File: config.mk
export PLATFORM = sky130hd
export DESIGN_NAME = pixel_plot_fifo
export DESIGN_NICKNAME = d
export VERILOG_FILES = /design/src/rtl/pixel_plot_fifo.sv
export SDC_FILE = /design/constraint.sdc
export NUM_CORES = 1
export LEC_CHECK = 0
export BUFFER_PORTS_ARGS = -buffer_cell sky130_fd_sc_hd__buf_2
export CORE_UTILIZATION = 55
export DETAILED_ROUTE_END_ITERATION = 8
export PLACE_DENSITY = 0.77
export SYNTH_ARGS = -nofsm -noshare
export SYNTH_HDL_FRONTEND = slang
export SYNTH_SLANG_ARGS = --single-unit
File: constraint.sdc
create_clock -name clock -period 6.6 [get_ports clock]
set_clock_uncertainty 0.2 [all_clocks]
set_input_delay 0.99 -clock clock [delete_from_list [all_inputs] [get_ports clock]]
set_output_delay 0.99 -clock clock [all_outputs]
set_load 0.005 [all_outputs]
File: src/rtl/pixel_plot_fifo.sv
// Pixel-write FIFO between the drawing datapaths and the 160x120 VGA adapter port.
// Optional feature macro: PIXEL_CLIP_COUNT_EN adds the clip_count output.
module pixel_plot_fifo #(
   parameter int DEPTH    = 16,
   parameter int AW       = 4,
   parameter int SCREEN_W = 160,
   parameter int SCREEN_H = 120
) (
   input  logic          clock,
   input  logic          reset,
   input  logic          in_valid,
   output logic          in_ready,
   input  logic [7:0]    in_x,
   input  logic [6:0]    in_y,
   input  logic [2:0]    in_colour,
   input  logic          pause,
   output logic [7:0]    vga_x,
   output logic [6:0]    vga_y,
   output logic [2:0]    vga_colour,
   output logic          vga_plot,
   output logic [AW:0]   level,
`ifdef PIXEL_CLIP_COUNT_EN
   output logic [15:0]   clip_count,
`endif
   output logic          overflow
);

   localparam logic [AW:0]   FULL_LVL = (AW+1)'(DEPTH);
   localparam logic [AW:0]   LVL_ONE  = (AW+1)'(1);
   localparam logic [AW-1:0] PTR_ONE  = AW'(1);
   localparam logic [7:0]    X_LIM    = 8'(SCREEN_W);
   localparam logic [6:0]    Y_LIM    = 7'(SCREEN_H);

   logic [17:0]   mem [DEPTH];
   logic [AW-1:0] wr_ptr;
   logic [AW-1:0] rd_ptr;
   logic [17:0]   head;
   logic          on_screen;
   logic          accept;
   logic          push;
   logic          pop;

`ifdef PIXEL_CLIP_COUNT_EN
   function automatic logic [15:0] sat_inc16(input logic [15:0] v);
      return (v == 16'hFFFF) ? v : v + 16'd1;
   endfunction
`endif

   // Handshake decode: ready comes from registered level only, so a pop
   // in the same cycle never frees a slot for a full FIFO.
   assign in_ready  = (level != FULL_LVL);
   assign on_screen = (in_x < X_LIM) && (in_y < Y_LIM);
   assign accept    = in_valid && in_ready;
   assign push      = accept && on_screen;
   assign pop       = (level != '0) && !pause;
   assign head      = mem[rd_ptr];

   always_ff @(posedge clock) begin
      if (push) begin
         mem[wr_ptr] <= {in_x, in_y, in_colour};
      end
   end

   // Output stage: registered pixel and one-cycle plot strobe.
   always_ff @(posedge clock) begin
      if (reset) begin
         wr_ptr     <= '0;
         rd_ptr     <= '0;
         level      <= '0;
         vga_x      <= '0;
         vga_y      <= '0;
         vga_colour <= '0;
         vga_plot   <= 1'b0;
         overflow   <= 1'b0;
      end else begin
         if (push) begin
            wr_ptr <= wr_ptr + PTR_ONE;
         end
         if (pop) begin
            rd_ptr                      <= rd_ptr + PTR_ONE;
            {vga_x, vga_y, vga_colour}  <= head;
         end
         vga_plot <= pop;
         case ({push, pop})
            2'b10:   level <= level + LVL_ONE;
            2'b01:   level <= level - LVL_ONE;
            default: level <= level;
         endcase
         if (in_valid && !in_ready) begin
            overflow <= 1'b1;
         end
      end
   end

`ifdef PIXEL_CLIP_COUNT_EN
   always_ff @(posedge clock) begin
      if (reset) begin
         clip_count <= '0;
      end else if (accept && !on_screen) begin
         clip_count <= sat_inc16(clip_count);
      end
   end
`endif

endmodule

---- Word level (Yosys, flattened, before mapping) ----
Memory sizes are Yosys's and may differ from the RTL's. A register that Yosys moved wholly into a read port is not among the register bits.
Cells that the tools add are included.
cells by class
  reduce and logical (&&, ||, !) cells .... 9
  $lt $le $gt $ge ......................... 2
  muxes and demuxes ....................... 3
  $add $sub $neg .......................... 4
  equality and inequality tests ........... 3
operator list
  operator                                                            count
  5-bit one-hot mux with 2 select lines                               1
  4-bit by 1-bit adder with 4-bit output, second input constant       2
  8-bit less-than comparator, second input constant                   1
  7-bit less-than comparator, second input constant                   1
  5-bit by 1-bit adder with 5-bit output, second input constant       1
  1-bit logical AND                                                   5
  5-bit != test, second input constant                                1
  5-bit nonzero test                                                  1
  5-bit by 1-bit subtractor with 5-bit output, second input constant  1
  2-bit by 1-bit == test with 1-bit output, second input constant     1
  2-bit == test, second input constant                                1
  1-bit zero test                                                     2
  1-bit 2-to-1 mux                                                    2
  2-bit nonzero test                                                  1
word-level totals
  logic and storage cells ................. 27
  output and inout bits ................... 26
  bits in writable memories ............... 288
  memories ................................ 1
  bits of input ports ..................... 22
  register bits after elaboration ......... 15
memories
  memory  words  width  rd ports  clocked after memory_dff  wr ports  line  RTL
  mem     16     18     1         1                         1         34    logic [17:0] mem [DEPTH];

---- Logic depth before layout (Yosys ltp) ----
Gate-level depths: netlist of the first run.
  word-level depth ........................ 5
  depth in mapped cells ................... 12
  depth with buffers taken out ............ 12

---- Worst setup path before layout of the first run ----
Ideal clock, no wire load.
  path kind ............................... input to register
  from .................................... in pause
  to ...................................... reg level[4]
  path slack .............................. 3.004 ns
  stages .................................. 10
  required time ........................... 6.279 ns
  data arrival time ....................... 3.275 ns
  library setup time ...................... 0.121 ns
  path buffers ............................ 1
  cell sequence ........................... a21oi_1 > clkbuf_1 > ha_1 > inv_1 > fa_1 > nor2b_1 > o21ai_0 > nand3_1 > or3b_2 > mux2_2
between the ends
  word-level cells in the longest chain between the ends .. 4
  elaborated cells on any way between the ends .. 6
  those cells by class .................... eq/ne: 2; mux: 1; reduce/logical: 3
RTL lines
  item                                                                                line  RTL
  start, declared                                                                     16    input logic pause,
  1-bit zero test *                                                                   55    assign pop = (level != '0) && !pause;
  1-bit logical AND *                                                                 55
  via pop                                                                             41    logic pop;
  2-bit by 1-bit == test with 1-bit output / 2-bit == test (equally long branches)    84    case ({push, pop})
  5-bit one-hot mux with 2 select lines / 2-bit nonzero test (equally long branches)  -
  end signal, assigned                                                                85    2'b10: level <= level + LVL_ONE;
  end signal, assigned                                                                86    2'b01: level <= level - LVL_ONE;
  end signal, assigned                                                                87    default: level <= level;
  end, declared                                                                       21    output logic [AW:0] level,
Mark *: on every way through the listed nets, which the timed path passes. The rest lies on a longest branch.
A chain may end at the register's enable or synchronous reset.

---- Final worst setup path of the first run ----
  from .................................... in in_x[6]
  to ...................................... reg level[4]
between the ends
  word-level cells in the longest chain between the ends .. 5
  elaborated cells on any way between the ends .. 7
  those cells by class .................... order compare: 1; eq/ne: 2; mux: 1; reduce/logical: 3
RTL lines
  item                                                                                line  RTL
  start, declared                                                                     13    input logic [7:0] in_x,
  8-bit less-than comparator *                                                        52    assign on_screen = (in_x < X_LIM) && (in_y < Y_LIM);
  1-bit logical AND *                                                                 52
  1-bit logical AND *                                                                 54    assign push = accept && on_screen;
  2-bit by 1-bit == test with 1-bit output / 2-bit == test (equally long branches)    84
  5-bit one-hot mux with 2 select lines / 2-bit nonzero test (equally long branches)  -
Every way passes the cells marked *; elsewhere a longest branch is shown, timed or not.

==> flow_metrics.tcl, run 1 <==
set metrics [dict create \
    ioPinCount 48 \
    ctsResizeCount 0 \
    cts_sinks 321 \
    cp_max_fo 17 \
    viasPerCell 6.15 \
    grt_max_degree 60 \
    die_width_um 152 \
    antenna_cells 0 \
    combinationalPowerShare_pct 13.3 \
    routedWlPerCell_um 23.8 \
    ctsHtreeMaxLevel 1 \
    synth_edf_count 288 \
    grt_pass1_wl_mm 40.0 \
    num_vias 6800 \
    path_clk_slew_ps 60 \
    cp-start-kind "input pin" \
    drv_cap 0 \
    cts_setup_buffers 0 \
    synth_top_cells_by_area "edfxtp_1 70%, mux2i_1 12%, dfxtp_1 5.3%" \
    cts_buffers 30 \
    grtUsageTotal_pct 23.3 \
    antenna_found_initial 2 \
    status "complete, but fails checks" \
    synth_area_um2 12400 \
    arrival_ps 4080 \
    pwr-share-seq_pct 49.1 \
    crit_path_end_kind "flop" \
    synth_top_cell_by_area "edfxtp_1" \
    internal-power_mw 3.61 \
    io_buffer_count 47 \
    drc_errors 10 \
    ys_seq_area_share_pct 75.3 \
    synth_nets 769 \
    p_sw_share_pct 24.2 \
    fin_crit_sh_pct 58.2 \
    synthArstFlopShare_pct 0 \
    drtIter0Drc 638 \
    postRouteAntennaNets 0 \
    pre_cts_slack_ps 2280 \
    cts-root-buf "clkbuf_16" \
    drt-pass1-iter-count 7 \
    fmax_ghz 0.260 \
    p_leak_nw 4.39 \
    place_congestion 0.822 \
    insertion_delay_ps 540 \
    syn2layout_area_growth_pct 13.6 \
    clk_path_buf_depth 3 \
    violations "design-rule violations" \
    placementRows 54 \
    synth_top_area_share_pct 70.0 \
    ys_ff_latch 321 \
    synth_cells 737 \
    clkPwrFrac_pct 37.6 \
    nNetsFinal 833 \
    power_mw 4.76 \
    irDropWorstVdd_uv 189 \
    finalMaxSlewViolations 0 \
    worstMarginPinSlew_ps 1260 \
    hold_buffers 0 \
    slew_headroom_pct 16.1 \
    coreArea_um2 22000 \
    critPathKind "input pin to flop" \
    grt_pass1_vias 6844 \
    place.detailed.hpwl_mm 15.2 \
    finalSetupViolCount 0 \
    cts_tree "built" \
    ys.flop_type "edfxtp_1" \
    drive_above_1_share_pct 16.7 \
    ys.warnings.count 0 \
    setup-tns-final_ps 0 \
    gr-total-overflow 0 \
    finalHoldViolCount 0 \
    routed_wl_mm 26.3 \
    rsz0062_at_grt "false" \
    start_util_pct 56.3 \
    crit_required_ps 6830 \
    avgSynthCellArea_um2 16.8 \
    period_needed_ps 3840 \
    switchingPower_mw 1.15 \
    p_per_area_nw_per_um2 339 \
    setup_slack_ps 2760 \
    hold_class "flop to flop" \
    yosysUniqueCellTypes 32 \
    die-area_um2 23100 \
    die_h_um 152 \
]
layer usage:
metal  global-route usage [%]  vias to the layer above  routed length (um)
met5                        0                        -                   8
met4                     8.75                        2                 903
met3                     3.39                       65                2040
met2                     37.7                      331               12500
met1                     32.3                     3369               10800
li1                         -                     3033                   -
cells in the final DEF, fill, tap and decap left out, types with 3 or more instances in the layout:
| master | netlist | final |
|---|---|---|
| clkbuf_1 | 16 | 7 |
| clkinv_1 | 0 | 3 |
| inv_1 | 9 | 9 |
| clkbuf_16 | 0 | 31 |
| nor2b_1 | 3 | 3 |
| nor2_1 | 49 | 37 |
| a21oi_1 | 8 | 7 |
| buf_4 | 1 | 25 |
| mux2i_1 | 146 | 146 |
| edfxtp_1 | 288 | 288 |
| o22ai_1 | 72 | 72 |
| ha_1 | 9 | 9 |
| nand3_1 | 5 | 5 |
| dfxtp_1 | 33 | 32 |
| a211oi_1 | 18 | 18 |
| xnor2_1 | 4 | 4 |
| nand2_1 | 7 | 7 |
| nor3_2 | 0 | 4 |
| nor4_1 | 19 | 19 |
| clkbuf_8 | 0 | 3 |
| nand3b_1 | 3 | 3 |
| nor2_2 | 0 | 12 |
| clkinv_2 | 0 | 4 |
| buf_2 | 18 | 47 |
| bufinv_16 | 0 | 5 |
| xor2_1 | 4 | 4 |
cells in the mapped netlist (3+ instances only):
| cell | number |
|---|---|
| a211oi_1 | 18 |
| a21oi_1 | 8 |
| buf_2 | 18 |
| buf_6 | 5 |
| clkbuf_1 | 16 |
| dfxtp_1 | 33 |
| edfxtp_1 | 288 |
| ha_1 | 9 |
| inv_1 | 9 |
| mux2i_1 | 146 |
| nand2_1 | 7 |
| nand3_1 | 5 |
| nand3b_1 | 3 |
| nor2_1 | 49 |
| nor2b_1 | 3 |
| nor3_1 | 6 |
| nor4_1 | 19 |
| o22ai_1 | 72 |
| xnor2_1 | 4 |
| xor2_1 | 4 |
final timing paths:
check        slack (ps)  depth (start not counted)      from        to
max                2760                         12   in_x[6]  level[4]
min reg2reg         290                          2  overflow  overflow
min                 290                          2  overflow  overflow
max reg2reg        2840                         10  level[0]  level[4]
state kept, by name, indices dropped and copies added, names as in the netlist:
name,cells
level,5
mem,288
overflow,1
rd_ptr,4
vga_colour,3
vga_plot,1
vga_x,8
vga_y,7
wr_ptr,4
critical path, cell delays in order:
cell and delay, ps:
buf_2 180, o21ai_0 380, nand3_1 170, nor2_1 360
inv_1 90, ha_1 260, ha_1 330, nor2b_1 150
o21ai_0 250, a21oi_1 140, or3b_2 480, mux2_2 280
kinds of logic (layout without fill, tap and decap cells):
logic type	count (synthesis)	in the layout	share of synthesized area, %
AO/OA/AOI/OAI	101	101	5.20
XOR/XNOR	8	8	0.567
adder cells (fa/ha/maj)	10	10	1.07
buffers and inverters	49	137	2.00
flip-flops	321	321	75.3
multiplexers	147	147	11.9
AND/OR/NAND/NOR	101	101	3.94
power groups by stage:
stage,sequential [mW],clock (mW),combinational [mW]
2_1_floorplan,2.37,0,0.407
3_3_place_gp,2.37,0,0.596
3_5_place_dp,2.38,0,0.625
4_1_cts,2.34,1.81,0.630
5_1_grt,2.35,1.87,0.685
6_report,2.34,1.79,0.634
per-stage QoR:
step                      cells  hold WS [ps]  util, %  area, um2
after floorplan             737           260        -      12400
after global placement     1049           253     59.1      13000
after detailed placement   1049           283     59.1      13000
after CTS                  1105           300     63.9      14000
after global routing       1105           311     63.9      14000
final                      1105           286     63.9      14000
area by class of cell:
type / instances / area (um2)
repair buffers: 72 / 423
multi-input cells: 367 / 2870
flip-flops and latches: 321 / 9310
clock buffers: 41 / 843
well taps: 280 / 350
clock inverters: 15 / 208
inverters: 9 / 33.8
fillers: 1411 / 7920
(Power assumes the default switching activity.)
==> run 2, diff against run 1 <==
--- a/config.mk
+++ b/config.mk
@@ -8,7 +8,7 @@
 export BUFFER_PORTS_ARGS = -buffer_cell sky130_fd_sc_hd__buf_2
 export CORE_UTILIZATION = 55
 export DETAILED_ROUTE_END_ITERATION = 8
-export PLACE_DENSITY = 0.77
+export PLACE_DENSITY = 0.8
 export SYNTH_ARGS = -nofsm -noshare
 export SYNTH_HDL_FRONTEND = slang
 export SYNTH_SLANG_ARGS = --single-unit
==> constraint.sdc (replaced) <==
create_clock -name clock -period 3.4 [get_ports clock]
set_clock_uncertainty 0.2 [all_clocks]
set_input_delay 0.51 -clock clock [delete_from_list [all_inputs] [get_ports clock]]
set_output_delay 0.51 -clock clock [all_outputs]
set_load 0.005 [all_outputs]
==> flow_metrics.tcl, run 2 (synthesized netlist as in run 1, its figures left out) <==
set metrics [dict create \
    status "complete, but fails checks" \
    violations "design-rule violations" \
    finalSetupViolCount 0 \
    final_cell_mix "288 x edfxtp_1, 146 x mux2i_1, 72 x o22ai_1" \
    fin_cells 1142 \
    place_congestion 0.814 \
    clkPwrFrac_pct 35.7 \
    path_common_cell "inv_1" \
    top_regs "mem (288), vga_x (8), vga_y (7)" \
    drt-pass1-iter-count 8 \
    combinationalPowerShare_pct 14.8 \
    pre_cts_slack_ps -3.70 \
    arrival_ps 3420 \
    postRouteAntennaNets 0 \
    cp_max_fo 5 \
    cts-root-buf "clkbuf_16" \
    layout_commonest_cell "edfxtp_1" \
    cts_sinks 321 \
    setup_slack_ps 226 \
    nNetsFinal 869 \
    ctsHtreeMaxLevel 1 \
    coreArea_um2 22000 \
    p_sw_share_pct 24.6 \
    hold_buffers 0 \
    drtIter0Drc 803 \
    r2r-start "level[0]" \
    ctsResizeCount 0 \
    grtUsageTotal_pct 24.2 \
    start_util_pct 56.3 \
    drc_errors 8 \
    viasPerCell 6.14 \
    irDropWorstVdd_uv 364 \
    die-area_um2 23100 \
    worstMarginPinSlew_ps 785 \
    fillerInstances 1415 \
    drv_cap 0 \
    crit_required_ps 3640 \
    cts_tree "built" \
    worstPathCellList "nor4_2, and2_4, nor2_1, inv_1, ha_1, inv_1, fa_1, nor2b_1, o21ai_0, nand3_1, or3b_2, mux2_2" \
    slew_headroom_pct 47.5 \
    drive_above_1_share_pct 19.9 \
    crit_path_end_kind "flop" \
    fmax_ghz 0.315 \
    insertion_delay_ps 550 \
    syn2layout_area_growth_pct 15.7 \
    ioPinCount 48 \
    grt_pass1_vias 6941 \
    cts_setup_buffers 0 \
    p_per_area_nw_per_um2 641 \
    fin_crit_sh_pct 93.3 \
    cp-start-kind "flop" \
    antenna_found_initial 2 \
    period_needed_ps 3170 \
    internal-power_mw 6.91 \
    critPathMaxStageDelay_ps 440 \
    placed_cells 1085 \
    grt_pass1_wl_mm 41.4 \
    regArea_um2 9310 \
    multi_input_area_um2 2880 \
    finalMaxSlewViolations 0 \
    io_buffer_count 47 \
    placementRows 54 \
    die_h_um 152 \
    routed_wl_mm 27.4 \
    switchingPower_mw 2.26 \
    routedWlPerCell_um 24.0 \
    place.detailed.hpwl_mm 16.3 \
    hold_class "input pin to flop" \
    path_clk_slew_ps 60 \
    largest-register "mem" \
    crit_slowest_cell "or3b_2" \
    grt_max_degree 52 \
    p_leak_nw 4.55 \
    finalHoldViolCount 0 \
    gr-total-overflow 0 \
    cts_buffers 30 \
    crit_start "level[0]" \
    min_from "in_valid" \
    largest_reg_flops 288 \
    num_vias 7016 \
    pwr-share-seq_pct 49.5 \
    critPathKind "flop to flop" \
    hold_slack_ps 59.5 \
    die_width_um 152 \
    rsz0062_at_grt "false" \
    clk_path_buf_depth 3 \
]
[run 2: stage by stage]
stage	setup TNS, ps	area [um2]	power, mW	utilization (%)
3_3_place_gp	0	13300	5.89	60.7
3_5_place_dp	-3.70	13300	5.95	60.7
4_1_cts	0	14300	9.17	65.1
6_report	0	14300	9.17	65.2
5_1_grt	0	14300	9.48	65.1
2_1_floorplan	0	12400	5.39	-
[run 2: final cells by class]
type	instances	share of cell area, %
multi-input combinational	367	20.1
antenna	1	0.0175
clock inverter	9	0.630
clock buffer	47	6.19
tap	280	2.45
inverter	9	0.236
timing repair buffer	108	5.28
sequential	321	65.1
[run 2: routing by layer]
layer,global-route usage [%],vias to the layer above,wire length (um)
met5,0,-,13
met4,9.77,2,873
met3,3.91,70,2190
met2,40.3,336,13500
met1,31.9,3498,10800
li1,-,3110,-
[run 2: power groups by stage]
stage	combinational (mW)	clock [mW]	sequential, mW
floorplan	0.790	0	4.60
global placement	1.28	0	4.60
detailed placement	1.33	0	4.62
CTS	1.34	3.30	4.54
global route	1.47	3.45	4.56
finish	1.35	3.28	4.54
[run 2: path summary, 6_finish.rpt]
| path | depth (start not counted) | to | slack, ps |
|---|---|---|---|
| setup / recovery | 12 | level[4] | 230 |
| setup reg to reg | 12 | level[4] | 230 |
| hold / removal | 3 | overflow | 60 |
| hold reg to reg | 2 | vga_y[1] | 290 |
[run 2: critical path: cells and delay by family (launching register included)]
kind,cells,cell delay [ps]
and+or+nand+nor,6,1370
adders and majority gates,2,560
DFF,1,360
muxes,1,290
buffers and inverters,2,150
AOI/OAI and AO/OA,1,130
